**config.mk**
```make
export PLATFORM = sky130hd
export DESIGN_NAME = line_refill_responder_flat
export DESIGN_NICKNAME = d
export VERILOG_FILES = /design/src/rtl/line_refill_responder_pkg.sv /design/src/rtl/line_refill_responder_if.sv /design/src/rtl/line_refill_responder_cwf_beat_seq.sv /design/src/rtl/line_refill_responder.sv /design/src/flat_wrapper.sv
export SDC_FILE = /design/constraint.sdc
export NUM_CORES = 1
export LEC_CHECK = 0
export CORE_AREA = 2 2 95 97
export CTS_CLUSTER_DIAMETER = 60
export DETAILED_ROUTE_END_ITERATION = 12
export DIE_AREA = 0 0 97 99
export PLACE_DENSITY = 0.74
export SETUP_SLACK_MARGIN = 0.3
export SLEW_MARGIN = 30
export SYNTH_ARGS = -nofsm -noshare
export SYNTH_HDL_FRONTEND = slang
export SYNTH_SLANG_ARGS = --single-unit
```
**constraint.sdc**
```tcl
create_clock -name clk_41 -period 1.67 [get_ports clk_41]
set_input_delay 0.4175 -clock clk_41 [delete_from_list [all_inputs] [get_ports clk_41]]
set_output_delay 0.4175 -clock clk_41 [all_outputs]
set_load 0.03 [all_outputs]
```
**src/rtl/line_refill_responder_pkg.sv**
```systemverilog
// Shared cache-model package.
// Holds the cache line size shared with the cache model, the derivations
// used to size the refill burst (beat count, word and line offset widths)
// and the refill state enum.
package cache_sim_pkg;

  // Line size used by the set-associative cache model; the responder
  // must be built with the same value.
  localparam int CACHE_LINE_SIZE = 32;

  typedef enum logic [1:0] {IDLE, WAIT, BURST} refill_state_t;

  // Number of bus beats in one line.
  function automatic int beats_of(int line_size, int bus_bytes);
    return line_size / bus_bytes;
  endfunction

  // Byte-offset width inside one beat.
  function automatic int wb_of(int bus_bytes);
    return $clog2(bus_bytes);
  endfunction

  // Byte-offset width inside one line.
  function automatic int ob_of(int line_size);
    return $clog2(line_size);
  endfunction

  // Width of a beat index; never narrower than one bit.
  function automatic int idx_w(int beats);
    return (beats > 1) ? $clog2(beats) : 1;
  endfunction

  function automatic bit is_pow2(int v);
    return (v > 0) && ((v & (v - 1)) == 0);
  endfunction

endpackage

```
**src/rtl/line_refill_responder_if.sv**
```systemverilog
// Refill request / response bundle between the cache model (master) and
// the line refill responder (slave).
//   req_valid_41 / req_ready_41 / req_addr_41 : miss request handshake
//   rsp_valid_41 / rsp_ready_41               : response beat handshake
//   rsp_data_41, rsp_beat_41, rsp_last_41     : beat payload, word index, last flag
interface line_refill_responder_if #(
  parameter int ADDR_W    = 31,
  parameter int BUS_BYTES = 4,
  parameter int LINE_SIZE = 32
);
  import cache_sim_pkg::*;

  localparam int DATA_W = 8 * BUS_BYTES;
  localparam int BEAT_W = idx_w(beats_of(LINE_SIZE, BUS_BYTES));

  logic              req_valid_41;
  logic [ADDR_W-1:0] req_addr_41;
  logic              req_ready_41;
  logic              rsp_valid_41;
  logic              rsp_ready_41;
  logic [DATA_W-1:0] rsp_data_41;
  logic [BEAT_W-1:0] rsp_beat_41;
  logic              rsp_last_41;

  modport master (
    output req_valid_41, req_addr_41, rsp_ready_41,
    input  req_ready_41, rsp_valid_41, rsp_data_41, rsp_beat_41, rsp_last_41
  );

  modport slave (
    input  req_valid_41, req_addr_41, rsp_ready_41,
    output req_ready_41, rsp_valid_41, rsp_data_41, rsp_beat_41, rsp_last_41
  );
endinterface

```
**src/rtl/line_refill_responder_cwf_beat_seq.sv**
```systemverilog
// Critical-word-first beat sequencer.
// A loadable wrap-around beat index (mod BEATS) plus a beats-left down
// counter; the index starts at the requested word and wraps to word 0.
//   clk_41, rst_41 : clock, asynchronous active-low reset
//   load, start    : restart the sequence at word 'start'
//   advance        : one beat has been taken by the consumer
//   beat_idx       : word index of the current beat
//   last           : current beat is the final one of the line
module cwf_beat_seq #(
  parameter int BEATS = 8,
  parameter int IW    = 3
) (
  input  logic          clk_41,
  input  logic          rst_41,
  input  logic          load,
  input  logic [IW-1:0] start,
  input  logic          advance,
  output logic [IW-1:0] beat_idx,
  output logic          last
);
  localparam logic [IW-1:0] TOP = IW'(BEATS - 1);

  logic [IW-1:0] idx_reg;
  logic [IW-1:0] left_reg;

  always_ff @(posedge clk_41 or negedge rst_41) begin
    if (!rst_41) begin
      idx_reg  <= '0;
      left_reg <= '0;
    end else if (load) begin
      idx_reg  <= start;
      left_reg <= TOP;
    end else if (advance) begin
      idx_reg <= (idx_reg == TOP) ? '0 : idx_reg + 1'b1;
      if (left_reg != '0) begin
        left_reg <= left_reg - 1'b1;
      end
    end
  end

  assign beat_idx = idx_reg;
  assign last     = (left_reg == '0);
endmodule

```
**src/rtl/line_refill_responder.sv**
```systemverilog
// Memory-side line refill responder.
// Accepts one miss address, waits LATENCY cycles, then returns the whole
// line as a critical-word-first burst. Beat data is the byte address of
// the beat, so no storage is needed.
//   clk_41, rst_41 : clock, asynchronous active-low reset
//   bus (slave)    : request / response handshake bundle
//   refills_41     : completed bursts, free-running 31-bit count
module line_refill_responder
  import cache_sim_pkg::*;
#(
  parameter int LINE_SIZE = CACHE_LINE_SIZE,
  parameter int BUS_BYTES = 4,
  parameter int LATENCY   = 8,
  parameter int ADDR_W    = 31
) (
  input  logic                   clk_41,
  input  logic                   rst_41,
  line_refill_responder_if.slave bus,
  output logic [30:0]            refills_41
);
  localparam int BEATS  = beats_of(LINE_SIZE, BUS_BYTES);
  localparam int WB     = wb_of(BUS_BYTES);
  localparam int OB     = ob_of(LINE_SIZE);
  localparam int IW     = idx_w(BEATS);
  localparam int DATA_W = 8 * BUS_BYTES;
  localparam int LW     = (LATENCY > 1) ? $clog2(LATENCY) : 1;

  generate
    if (LINE_SIZE != CACHE_LINE_SIZE) begin : g_bad_line
      $error("LINE_SIZE differs from the cache model line size");
    end
    if (!is_pow2(BUS_BYTES) || !is_pow2(LINE_SIZE)) begin : g_bad_pow2
      $error("BUS_BYTES and LINE_SIZE must be powers of two");
    end
    if (BUS_BYTES > LINE_SIZE || (LINE_SIZE % BUS_BYTES) != 0) begin : g_bad_div
      $error("BUS_BYTES must divide LINE_SIZE");
    end
    if (LATENCY < 1) begin : g_bad_lat
      $error("LATENCY must be at least 1");
    end
    if (ADDR_W <= OB) begin : g_bad_addr
      $error("ADDR_W too narrow for the line offset");
    end
  endgenerate

  refill_state_t     state_reg;
  logic [LW-1:0]     wait_reg;
  logic [ADDR_W-1:0] base_reg;
  logic [IW-1:0]     start_reg;
  logic              valid_reg;
  logic [30:0]       refills_reg;

  logic              req_fire;
  logic              beat_fire;
  logic              seq_load;
  logic [IW-1:0]     req_start;
  logic [IW-1:0]     beat_idx;
  logic              beat_last;
  logic [ADDR_W-1:0] beat_addr;

  // Ready is forced low while reset is asserted, independent of state.
  assign bus.req_ready_41 = rst_41 && (state_reg == IDLE);
  assign req_fire         = bus.req_valid_41 && bus.req_ready_41;
  assign beat_fire        = valid_reg && bus.rsp_ready_41;
  assign seq_load         = (state_reg == WAIT) && (wait_reg == '0);

  generate
    if (BEATS > 1) begin : g_start
      assign req_start = bus.req_addr_41[OB-1:WB];
    end else begin : g_start_one
      assign req_start = '0;
    end
  endgenerate

  always_ff @(posedge clk_41 or negedge rst_41) begin
    if (!rst_41) begin
      state_reg   <= IDLE;
      wait_reg    <= '0;
      base_reg    <= '0;
      start_reg   <= '0;
      valid_reg   <= 1'b0;
      refills_reg <= '0;
    end else begin
      case (state_reg)
        IDLE: begin
          if (req_fire) begin
            base_reg  <= bus.req_addr_41 & ~ADDR_W'(LINE_SIZE - 1);
            start_reg <= req_start;
            wait_reg  <= LW'(LATENCY - 1);
            state_reg <= WAIT;
          end
        end
        WAIT: begin
          if (wait_reg == '0) begin
            valid_reg <= 1'b1;
            state_reg <= BURST;
          end else begin
            wait_reg <= wait_reg - 1'b1;
          end
        end
        BURST: begin
          if (beat_fire && beat_last) begin
            valid_reg   <= 1'b0;
            refills_reg <= refills_reg + 1'b1;
            state_reg   <= IDLE;
          end
        end
        default: begin
          valid_reg <= 1'b0;
          state_reg <= IDLE;
        end
      endcase
    end
  end

  cwf_beat_seq #(
    .BEATS (BEATS),
    .IW    (IW)
  ) u_seq (
    .clk_41   (clk_41),
    .rst_41   (rst_41),
    .load     (seq_load),
    .start    (start_reg),
    .advance  (beat_fire),
    .beat_idx (beat_idx),
    .last     (beat_last)
  );

  // The line base has its offset bits cleared, so OR-ing in the word
  // offset is the same as adding it.
  assign beat_addr = base_reg | (ADDR_W'(beat_idx) << WB);

  assign bus.rsp_valid_41 = valid_reg;
  assign bus.rsp_data_41  = valid_reg ? DATA_W'(beat_addr) : '0;
  assign bus.rsp_beat_41  = valid_reg ? beat_idx : '0;
  assign bus.rsp_last_41  = valid_reg && beat_last;
  assign refills_41       = refills_reg;
endmodule

```
**src/flat_wrapper.sv**
```systemverilog
// flat-port wrapper written by rule: the top's interface ports become plain ports
module line_refill_responder_flat import cache_sim_pkg::*;
#(
  parameter int LINE_SIZE = CACHE_LINE_SIZE,
  parameter int BUS_BYTES = 4,
  parameter int LATENCY   = 8,
  parameter int ADDR_W    = 31
)
  (clk_41, rst_41, refills_41, bus_req_valid_41, bus_req_addr_41, bus_rsp_ready_41, bus_req_ready_41, bus_rsp_valid_41, bus_rsp_data_41, bus_rsp_beat_41, bus_rsp_last_41);
  line_refill_responder_if #(.ADDR_W(ADDR_W), .BUS_BYTES(BUS_BYTES), .LINE_SIZE(LINE_SIZE)) bus_i ();
  input  logic clk_41;
  input  logic rst_41;
  output logic [30:0] refills_41;
  input wire logic [$bits(bus_i.req_valid_41)-1:0] bus_req_valid_41;
  input wire logic [$bits(bus_i.req_addr_41)-1:0] bus_req_addr_41;
  input wire logic [$bits(bus_i.rsp_ready_41)-1:0] bus_rsp_ready_41;
  output wire logic [$bits(bus_i.req_ready_41)-1:0] bus_req_ready_41;
  output wire logic [$bits(bus_i.rsp_valid_41)-1:0] bus_rsp_valid_41;
  output wire logic [$bits(bus_i.rsp_data_41)-1:0] bus_rsp_data_41;
  output wire logic [$bits(bus_i.rsp_beat_41)-1:0] bus_rsp_beat_41;
  output wire logic [$bits(bus_i.rsp_last_41)-1:0] bus_rsp_last_41;
  assign bus_i.req_valid_41 = bus_req_valid_41;
  assign bus_i.req_addr_41 = bus_req_addr_41;
  assign bus_i.rsp_ready_41 = bus_rsp_ready_41;
  assign bus_req_ready_41 = bus_i.req_ready_41;
  assign bus_rsp_valid_41 = bus_i.rsp_valid_41;
  assign bus_rsp_data_41 = bus_i.rsp_data_41;
  assign bus_rsp_beat_41 = bus_i.rsp_beat_41;
  assign bus_rsp_last_41 = bus_i.rsp_last_41;
  line_refill_responder #(.LINE_SIZE(LINE_SIZE), .BUS_BYTES(BUS_BYTES), .LATENCY(LATENCY), .ADDR_W(ADDR_W)) u_core (.clk_41(clk_41), .rst_41(rst_41), .bus(bus_i), .refills_41(refills_41));
endmodule
```
==> results of run 1 <==
synthesized netlist by cell type, drive strengths merged (2+ instances only):
library cell,n,area [um2]
nor2,3,11.26
nor4,9,128.9
mux2,30,337.8
nand2b,2,12.51
a211o,2,17.52
dfrtp,72,1802
nor3,14,70.07
nor3b,2,15.01
and3,3,20.02
inv,11,41.29
clkbuf,6,26.28
nand4,8,95.09
buf,12,91.33
nor2b,2,12.51
o21ai,5,25.02
nand2,23,86.33
xnor2,14,122.6
a21oi,3,15.01
nand3,10,50.05
and2,37,231.5
xor2,17,148.9
ha,7,87.58
and4,4,35.03
timing repair:
item	CTS	global route
setup endpoints to repair	133	136
cloned	2	7
buffers inserted	19	16
resized for setup	285	52
pin swaps	15	22
cell type report:
| cell class | count | area [um2] |
|---|---|---|
| tap | 108 | 135.1 |
| timing repair buffer | 157 | 1744 |
| fill | 556 | 2394 |
| clock inverter | 7 | 96.34 |
| sequential | 72 | 1832 |
| clock buffer | 9 | 123.9 |
| multi-input combinational | 207 | 2185 |
| inverter | 11 | 41.29 |
cells by family after synthesis:
group,after synthesis,synth area share [%]
simple gates,121,22.60
flops,72,50.54
xor+xnor,31,7.617
mux,31,9.758
buf+inv,29,4.458
compound gates,14,2.457
fa+ha+maj,7,2.457
other cells,1,0.1052
where the power goes:
group | internal [mW] | total (mW) | switching [mW]
sequential | 2.27 | 2.71 | 0.434
combinational | 3.28 | 5.87 | 2.59
clock | 0.843 | 1.54 | 0.697
total | 6.40 | 10.1 | 3.72
layout by cell type (no fill, tap or decap), types with 3 or more instances in the layout:
master / n
and2_1: 4
and2_4: 33
buf_12: 6
buf_16: 3
buf_4: 39
buf_6: 68
clkbuf_16: 5
clkbuf_8: 9
clkdlybuf4s50_1: 31
clkinv_4: 3
conb_1: 3
dfrtp_1: 48
dfrtp_2: 24
ha_1: 4
inv_1: 7
inv_2: 4
mux2_4: 30
nand2_1: 18
nand2_2: 3
nand3_1: 6
nand3_2: 3
nand4_1: 5
nand4_4: 3
nor3_2: 4
nor3_4: 8
nor4_4: 9
o21ai_1: 4
xnor2_1: 11
xnor2_2: 3
xor2_1: 17
final timing paths:
| path | slack, ps | end | depth (start not counted) | start |
|---|---|---|---|---|
| worst max-delay path | -140 | bus_rsp_last_41 | 5 | u_core.u_seq.left_reg[1]$_DFFE_PN0P_ |
| worst min-delay path | 190 | u_core.wait_reg[2]$_DFFE_PN0P_ | 2 | rst_41 |
| worst max register to register | -110 | u_core.refills_41[2]$_DFFE_PN0P_ | 10 | u_core.u_seq.left_reg[1]$_DFFE_PN0P_ |
| worst min register to register | 480 | u_core.refills_41[30]$_DFFE_PN0P_ | 1 | u_core.refills_41[30]$_DFFE_PN0P_ |
| max in group asynchronous | 970 | u_core.refills_41[24]$_DFFE_PN0P_ | 2 | rst_41 |
| min in group clk_41 | 480 | u_core.refills_41[30]$_DFFE_PN0P_ | 1 | u_core.refills_41[30]$_DFFE_PN0P_ |
routing by layer:
layer / GRT usage (%) / share of wire [%] / wire, um
met5: 0 / 0 / 0
met4: 6.501 / 1.3 / 129
met3: 3.972 / 4.4 / 438
met2: 31.57 / 51 / 5092
met1: 24.87 / 43 / 4256
worst reg2reg max path: cells and delay by family (launching register included):
family                   cells  cell delay (ps)
buffers and inverters        6              730
adder cells (fa/ha/maj)      1              150
XOR/XNOR                     1              100
flip-flops                   1              370
AND/OR/NAND/NOR              2              350
metrics by stage:
step,setup WS (ps),hold WS [ps]
floorplan,-39.12,121.9
global placement,-276.2,460.4
detailed placement,-359.9,469.6
CTS,-139.3,363.5
global route,-185.0,267.4
finish,-144.6,191.1
==> results.json, run 1 <==
{
  "hp-class": "input pin to asynchronous set/reset pin",
  "crit_type": "register to primary output",
  "violations": "setup timing",
  "wl_per_cell_um": 17.37,
  "cts-root-buf": "clkbuf_8",
  "grt_use_total_pct": 18.99,
  "setup_viol": 60,
  "drc": 0,
  "antenna_left": 0,
  "mappedNetlistArea_mm2": 0.003565,
  "num_vias": 2888,
  "placed_cell_area_mm2": 0.004915,
  "coreArea_mm2": 0.008551,
  "min_period_over_period_pct": 108.7,
  "drive_gt1_share_pct": 63.07,
  "tns_ps": -5112,
  "hpwl_um": 5497,
  "largest_reg_flops": 31,
  "htree_num_levels": 3,
  "ir_worst_vdd_mv": 0.6739,
  "cpLargestDelayFamily": "flip-flops",
  "start_kind": "register",
  "power_density_mw_per_mm2": 1643,
  "min_period_ps": 1815,
  "endpoint_kind": "primary output",
  "cts_tree": "built",
  "required_ps": 1250,
  "p_total_mw": 10.12,
  "start_util_pct": 41.69,
  "cap_violations": 0,
  "stdcell_area_mm2": 0.006157,
  "timing.critical_path.cells": "inv_2 > ha_4 > and2b_2 > and2_4 > buf_6",
  "grt_setup_unrepaired": "true",
  "async_flop_share_pct": 100.0,
  "dieArea_mm2": 0.009603,
  "grt_max_degree": 73,
  "nets": 500,
  "grt_antenna_before_repair": 0,
  "synth_area_per_cell_um2": 11.65,
  "pin_count": 104,
  "hold_buffers": 0,
  "cp_data_arrival_time_ps": 1400,
  "place_inst": 511,
  "gr-total-overflow": 0,
  "die_width_um": 97,
  "insertion_delay_ps": 350,
  "synth_edf_count": 0,
  "vias_per_cell": 5.058,
  "final_util_pct": 72.01,
  "numClockSinks": 72,
  "synth-seq-cells": 72,
  "synthFlopType": "dfrtp_1",
  "numCtsBuffers": 9,
  "setup_ws_ps": -144.6,
  "path_buf_inv": 2,
  "grt_pass1_wl_um": 14640,
  "drt-total-wl_um": 9917,
  "areaGrowthSynthToFinish_pct": 72.73,
  "place.gp.congestion": 0.7558,
  "ys_seq_area_share_pct": 50.54,
  "yosys_warnings": 0,
  "worst_slew_pin_slew_ps": 656.5,
  "clk_pin_slew_ps": 80,
  "cts_buffer_depth": 2,
  "finClkSkew_ps": 11.81,
  "grt_pass1_vias": 2886,
  "final-hold-violation-count": 0,
  "slew_headroom_pct": 56.24,
  "slowest_stage": "dfrtp_1",
  "die_h_um": 99,
  "fp-row-count": 34,
  "synthCells": 306,
  "diodes": 0,
  "drtIter0Drc": 51,
  "max_freq_ghz": 0.5511,
  "dr.pass1.iters": 4,
  "portBuffers": 98,
  "path_max_fanout": 2,
  "leakage_nw": 3.026,
  "outcome": "finished with violations",
  "synth_cell_types": 40,
  "instances_no_fill": 571,
  "finalMaxSlewViolations": 0,
  "critPathMaxStageDelay_ps": 370
}
(Power assumes the default switching activity.)
==> run 2, diff against run 1 <==
Settings changed: GPL_ROUTABILITY_DRIVEN set to 0, SKIP_CTS_REPAIR_TIMING set to 1.
==> run 2 against run 1 <==
  * The flow still finishes with violations (setup timing)
  * Cell area down 3.7%
  * Flip-flop and latch count unchanged
  * First-iteration DRC count down 5.9%
  * Global-route usage down 2.5 points
  * Register-to-register slack better by 30 ps
  * Non-clock buffer count down 9
  * Die area unchanged
  * Clock skew down 1.2 ps
  * Utilization down 2.6 points
==> results.json, run 2 (same netlist as run 1, synthesis figures left out) <==
{
  "outcome": "finished with violations",
  "violations": "setup timing",
  "power_density_mw_per_mm2": 1634,
  "setup_ws_ps": -144.2,
  "nets": 491,
  "antenna_left": 0,
  "portBuffers": 98,
  "instances_no_fill": 562,
  "wl_per_cell_um": 16.97,
  "cap_violations": 0,
  "max_freq_ghz": 0.5512,
  "hp-class": "input pin to asynchronous set/reset pin",
  "diodes": 0,
  "vias_per_cell": 5.057,
  "critPathMaxStageDelay_ps": 370,
  "min_period_ps": 1814,
  "hpwl_um": 5497,
  "htree_num_levels": 3,
  "drtIter0Drc": 48,
  "crit_type": "register to primary output",
  "drc": 0,
  "die_width_um": 97,
  "start_kind": "register",
  "min_period_over_period_pct": 108.6,
  "dp_worst_setup_slack_ps": -359.9,
  "start_util_pct": 41.69,
  "numCtsBuffers": 9,
  "worst_slew_pin_slew_ps": 655.4,
  "cp_data_arrival_time_ps": 1400,
  "dieArea_mm2": 0.009603,
  "timing.critical_path.cells": "inv_2 > ha_4 > and2b_2 > and2_4 > buf_6",
  "grt_antenna_before_repair": 0,
  "final_common_cell": "buf_6",
  "clk_pin_slew_ps": 80,
  "num_vias": 2842,
  "final-hold-violation-count": 0,
  "finClkSkew_ps": 10.59,
  "insertion_delay_ps": 340,
  "cpLargestDelayFamily": "flip-flops",
  "drive_gt1_share_pct": 60.13,
  "grt_setup_unrepaired": "true",
  "numClockSinks": 72,
  "areaGrowthSynthToFinish_pct": 66.41,
  "ir_worst_vdd_mv": 0.6700,
  "finalMaxSlewViolations": 0,
  "cts-root-buf": "clkbuf_8",
  "grt_pass1_vias": 2681,
  "grt_pass1_wl_um": 12890,
  "final_util_pct": 69.37,
  "fill_cells": 604,
  "p_total_mw": 9.691,
  "slew_headroom_pct": 56.31,
  "leakage_nw": 2.948,
  "die_h_um": 99,
  "endpoint_kind": "primary output",
  "place_inst": 511,
  "whs_ps": 213.4,
  "grt_max_degree": 73,
  "fp-row-count": 34,
  "gr-total-overflow": 0,
  "path_buf_inv": 2,
  "setup_viol": 39,
  "final_cell_mix": "buf_6, dfrtp_1, buf_4",
  "dr.pass1.iters": 4,
  "drt-total-wl_um": 9537,
  "cts_buffer_depth": 2,
  "largest_reg_flops": 31,
  "coreArea_mm2": 0.008551,
  "slowest_stage": "dfrtp_1",
  "required_ps": 1250,
  "cts_tree": "built",
  "path_max_fanout": 4,
  "pin_count": 104,
  "grt_use_total_pct": 16.46
}
==> run 2: cell count changes in the layout (fill, tap and decap cells not counted), sizes merged <==
cell    previous run  this run
buf              120       109
clkbuf            15        17
==> run 2: stage by stage <==
stage | setup TNS [ps] | instance area (um2)
floorplan | -1058 | 3943
global placement | -8170 | 4915
detailed placement | -8935 | 4915
CTS | -6399 | 5135
global route | -6106 | 5932
finish | -3132 | 5932
==> run 2: where the power goes <==
group          total [mW]  internal (mW)  switching (mW)
Combinational        5.47           3.02            2.45
Sequential           2.70           2.27           0.424
Clock                1.52          0.844           0.678
==> run 2: final cells by class <==
class                      count  area, um2  share of cell area (%)
multi-input combinational    207       2157                   36.36
clock buffer                   9      123.9                   2.088
inverter                      11      41.29                  0.6961
sequential                    72       1831                   30.86
clock inverter                 7      96.34                   1.624
timing repair buffer         148       1548                   26.09
tap                          108      135.1                   2.278
==> run 2: per-layer routing <==
layer / wire, um / part of all wire (%) / track usage, % / vias up
met1: 4113 / 43 / 21.81 / 1431
met4: 93 / 0.98 / 5.200 / 0
met2: 4927 / 52 / 26.76 / 78
li1: - / - / - / 1325
met5: 0 / 0 / 0 / -
met3: 402 / 4.2 / 4.113 / 8
==> run 2: worst register-to-register path, cell delays in order, from the launching register on <==
cell	delay, ps
dfrtp_1	380
inv_2	100
ha_4	140
and2b_2	180
buf_4	140
nand4_4	110
buf_12	180
buf_12	140
nor4_4	140
xor2_1	170
==> run 2: final timing paths <==
check	start	endpoint	slack, ps	depth (start not counted)
worst min-delay path	rst_41	u_core.refills_41[9]$_DFFE_PN0P_	210	2
max in group asynchronous	rst_41	u_core.refills_41[21]$_DFFE_PN0P_	970	2
worst max-delay path	u_core.u_seq.left_reg[1]$_DFFE_PN0P_	bus_rsp_last_41	-140	5
worst max register to register	u_core.u_seq.left_reg[0]$_DFFE_PN0P_	u_core.refills_41[28]$_DFFE_PN0P_	-80	9
worst min register to register	u_core.refills_41[30]$_DFFE_PN0P_	u_core.refills_41[30]$_DFFE_PN0P_	480	1
min in group clk_41	u_core.refills_41[30]$_DFFE_PN0P_	u_core.refills_41[30]$_DFFE_PN0P_	480	1
==> run 3, diff against run 2 <==
Settings changed: CORE_AREA 2 2 95 97 to 2 2 90 92, DIE_AREA 0 0 97 99 to 0 0 92 94, PLACE_DENSITY 0.74 to 0.79.
Clock period 1.67 ns to 1.9 ns, I/O delays scaled along.
==> run 3 against run 2 <==
  * The flow now finishes without violations
  * Setup slack improved by 180 ps
  * Clock power is 21% lower
  * Via count shrank 4.3%
  * Clock-buffer cell count is the same
  * Hold slack better by 36 ps
  * Total power shrank 28%
  * First-iteration DRC count up 96%
  * Wire length decreased by 13%
  * Final cell count down 3.7%
  * Non-clock buffer count decreased by 15
  * Critical endpoint unchanged
  * Largest power group unchanged
==> results.json, run 3 (same netlist as run 1, synthesis figures left out) <==
{
  "tns_ps": 0,
  "insertion_delay_ps": 340,
  "num_vias": 2719,
  "path_max_fanout": 3,
  "required_ps": 1420,
  "ir_worst_vdd_mv": 0.5936,
  "die_h_um": 94,
  "wl_per_cell_um": 15.34,
  "grt_pass1_wl_um": 12360,
  "worst_slew_pin_slew_ps": 650.2,
  "start_kind": "register",
  "p_seq_share_pct": 32.2,
  "grt_antenna_before_repair": 0,
  "grt_setup_unrepaired": "true",
  "cp_data_arrival_time_ps": 1390,
  "finClkSkew_ps": 8.710,
  "dr.pass1.iters": 4,
  "grt_max_degree": 73,
  "placed_cell_area_mm2": 0.004653,
  "fill_cells": 526,
  "numCtsBuffers": 9,
  "final-hold-violation-count": 0,
  "power_density_mw_per_mm2": 1293,
  "finalMaxSlewViolations": 0,
  "vias_per_cell": 5.026,
  "outcome": "finished clean",
  "pin_count": 104,
  "gr-total-overflow": 0,
  "coreArea_mm2": 0.007607,
  "endpoint_kind": "primary output",
  "place_inst": 506,
  "grt_pass1_vias": 2613,
  "intPower_mw": 4.264,
  "portBuffers": 98,
  "max_freq_ghz": 0.5350,
  "drtIter0Drc": 94,
  "instances_no_fill": 541,
  "multiInputGateArea_mm2": 0.001932,
  "setup_viol": 0,
  "clk_pin_slew_ps": 80,
  "areaGrowthSynthToFinish_pct": 52.33,
  "grt_use_total_pct": 17.99,
  "largest_reg_flops": 31,
  "drt-total-wl_um": 8298,
  "regArea_mm2": 0.001821,
  "slew_headroom_pct": 56.65,
  "switching_share_pct": 39.28,
  "clock_power_share_pct": 17.1,
  "leakage_nw": 2.940,
  "cts-root-buf": "clkbuf_8",
  "whs_ps": 249.5,
  "min_period_over_period_pct": 98.37,
  "diodes": 0,
  "final_common_cell": "dfrtp_1",
  "die_width_um": 92,
  "hp-class": "input pin to asynchronous set/reset pin",
  "final_cell_mix": "dfrtp_1, buf_4, and2_1",
  "drc": 0,
  "hpwl_um": 5332,
  "stdcell_area_mm2": 0.005430,
  "crit_type": "register to primary output",
  "drive_gt1_share_pct": 43.05,
  "cts_tree": "built",
  "p_total_mw": 7.023,
  "htree_num_levels": 3,
  "cap_violations": 0,
  "nets": 476,
  "dieArea_mm2": 0.008648,
  "cts_buffer_depth": 2,
  "fp-row-count": 32,
  "antenna_left": 0,
  "numClockSinks": 72,
  "start_util_pct": 46.86,
  "power_frac_comb_pct": 50.8,
  "min_period_ps": 1869,
  "switching_power_mw": 2.759
}
==> run 3: cell count changes in the layout (fill, tap and decap cells not counted), moves of 8 or more <==
cell            previous run  this run
buf_6                     59        16
mux2_2                     0        29
mux2_4                    30         1
and2_1                     4        32
and2_4                    32         5
dlymetal6s2s_1             0        26
buf_4                     36        47
dfrtp_1                   49        57
dfrtp_2                   23        15
==> run 3: area by class of cell <==
type / count / share of cell area (%)
flip-flops and latches: 72 / 33.53
repair buffers: 133 / 24.19
well taps: 102 / 2.350
inverters: 11 / 0.7604
multi-input cells: 207 / 35.58
clock buffers: 9 / 2.281
clock inverters: 7 / 1.313
==> run 3: through the flow <==
stage	utilization (%)	setup slack (ps)
6_report	71.38	30.89
4_1_cts	63.73	-169.2
5_1_grt	71.38	-7.697
3_5_place_dp	61.17	-214.9
2_1_floorplan	-	169.8
3_3_place_gp	61.17	-177.4
==> run 3: per-layer routing <==
layer	wire (um)	global-route usage (%)	vias up
li1	-	-	1293
met1	3774	24.15	1324
met4	82	6.716	0
met2	3928	28.86	97
met3	513	3.852	5
met5	0	0	-
==> run 3: critical path, cell delays in order (launching register included) <==
cell and delay, ps:
dfrtp_1 360, inv_2 60, ha_4 150, and2b_4 160
and2_1 150, buf_4 160
==> run 3: final timing paths <==
path                       depth (start not counted)                           endpoint  slack, ps                                 start
max in group asynchronous                          2  u_core.refills_41[19]$_DFFE_PN0P_       1140                                rst_41
min in group clk_41                                1  u_core.refills_41[30]$_DFFE_PN0P_        470     u_core.refills_41[30]$_DFFE_PN0P_
max                                                5                    bus_rsp_last_41         30  u_core.u_seq.left_reg[1]$_DFFE_PN0P_
min                                                2  u_core.refills_41[29]$_DFFE_PN0P_        250                                rst_41
max reg2reg                                       10  u_core.refills_41[19]$_DFFE_PN0P_        100  u_core.u_seq.left_reg[1]$_DFFE_PN0P_
min reg2reg                                        1  u_core.refills_41[30]$_DFFE_PN0P_        470     u_core.refills_41[30]$_DFFE_PN0P_
==> run 3: power groups by stage <==
stage	clock (mW)	sequential [mW]	combinational (mW)
6_report	1.20	2.26	3.56
5_1_grt	1.28	2.32	3.82
4_1_cts	1.22	2.25	3.32
3_5_place_dp	0	2.29	3.31
3_3_place_gp	0	2.25	3.24
2_1_floorplan	0	2.24	2.29
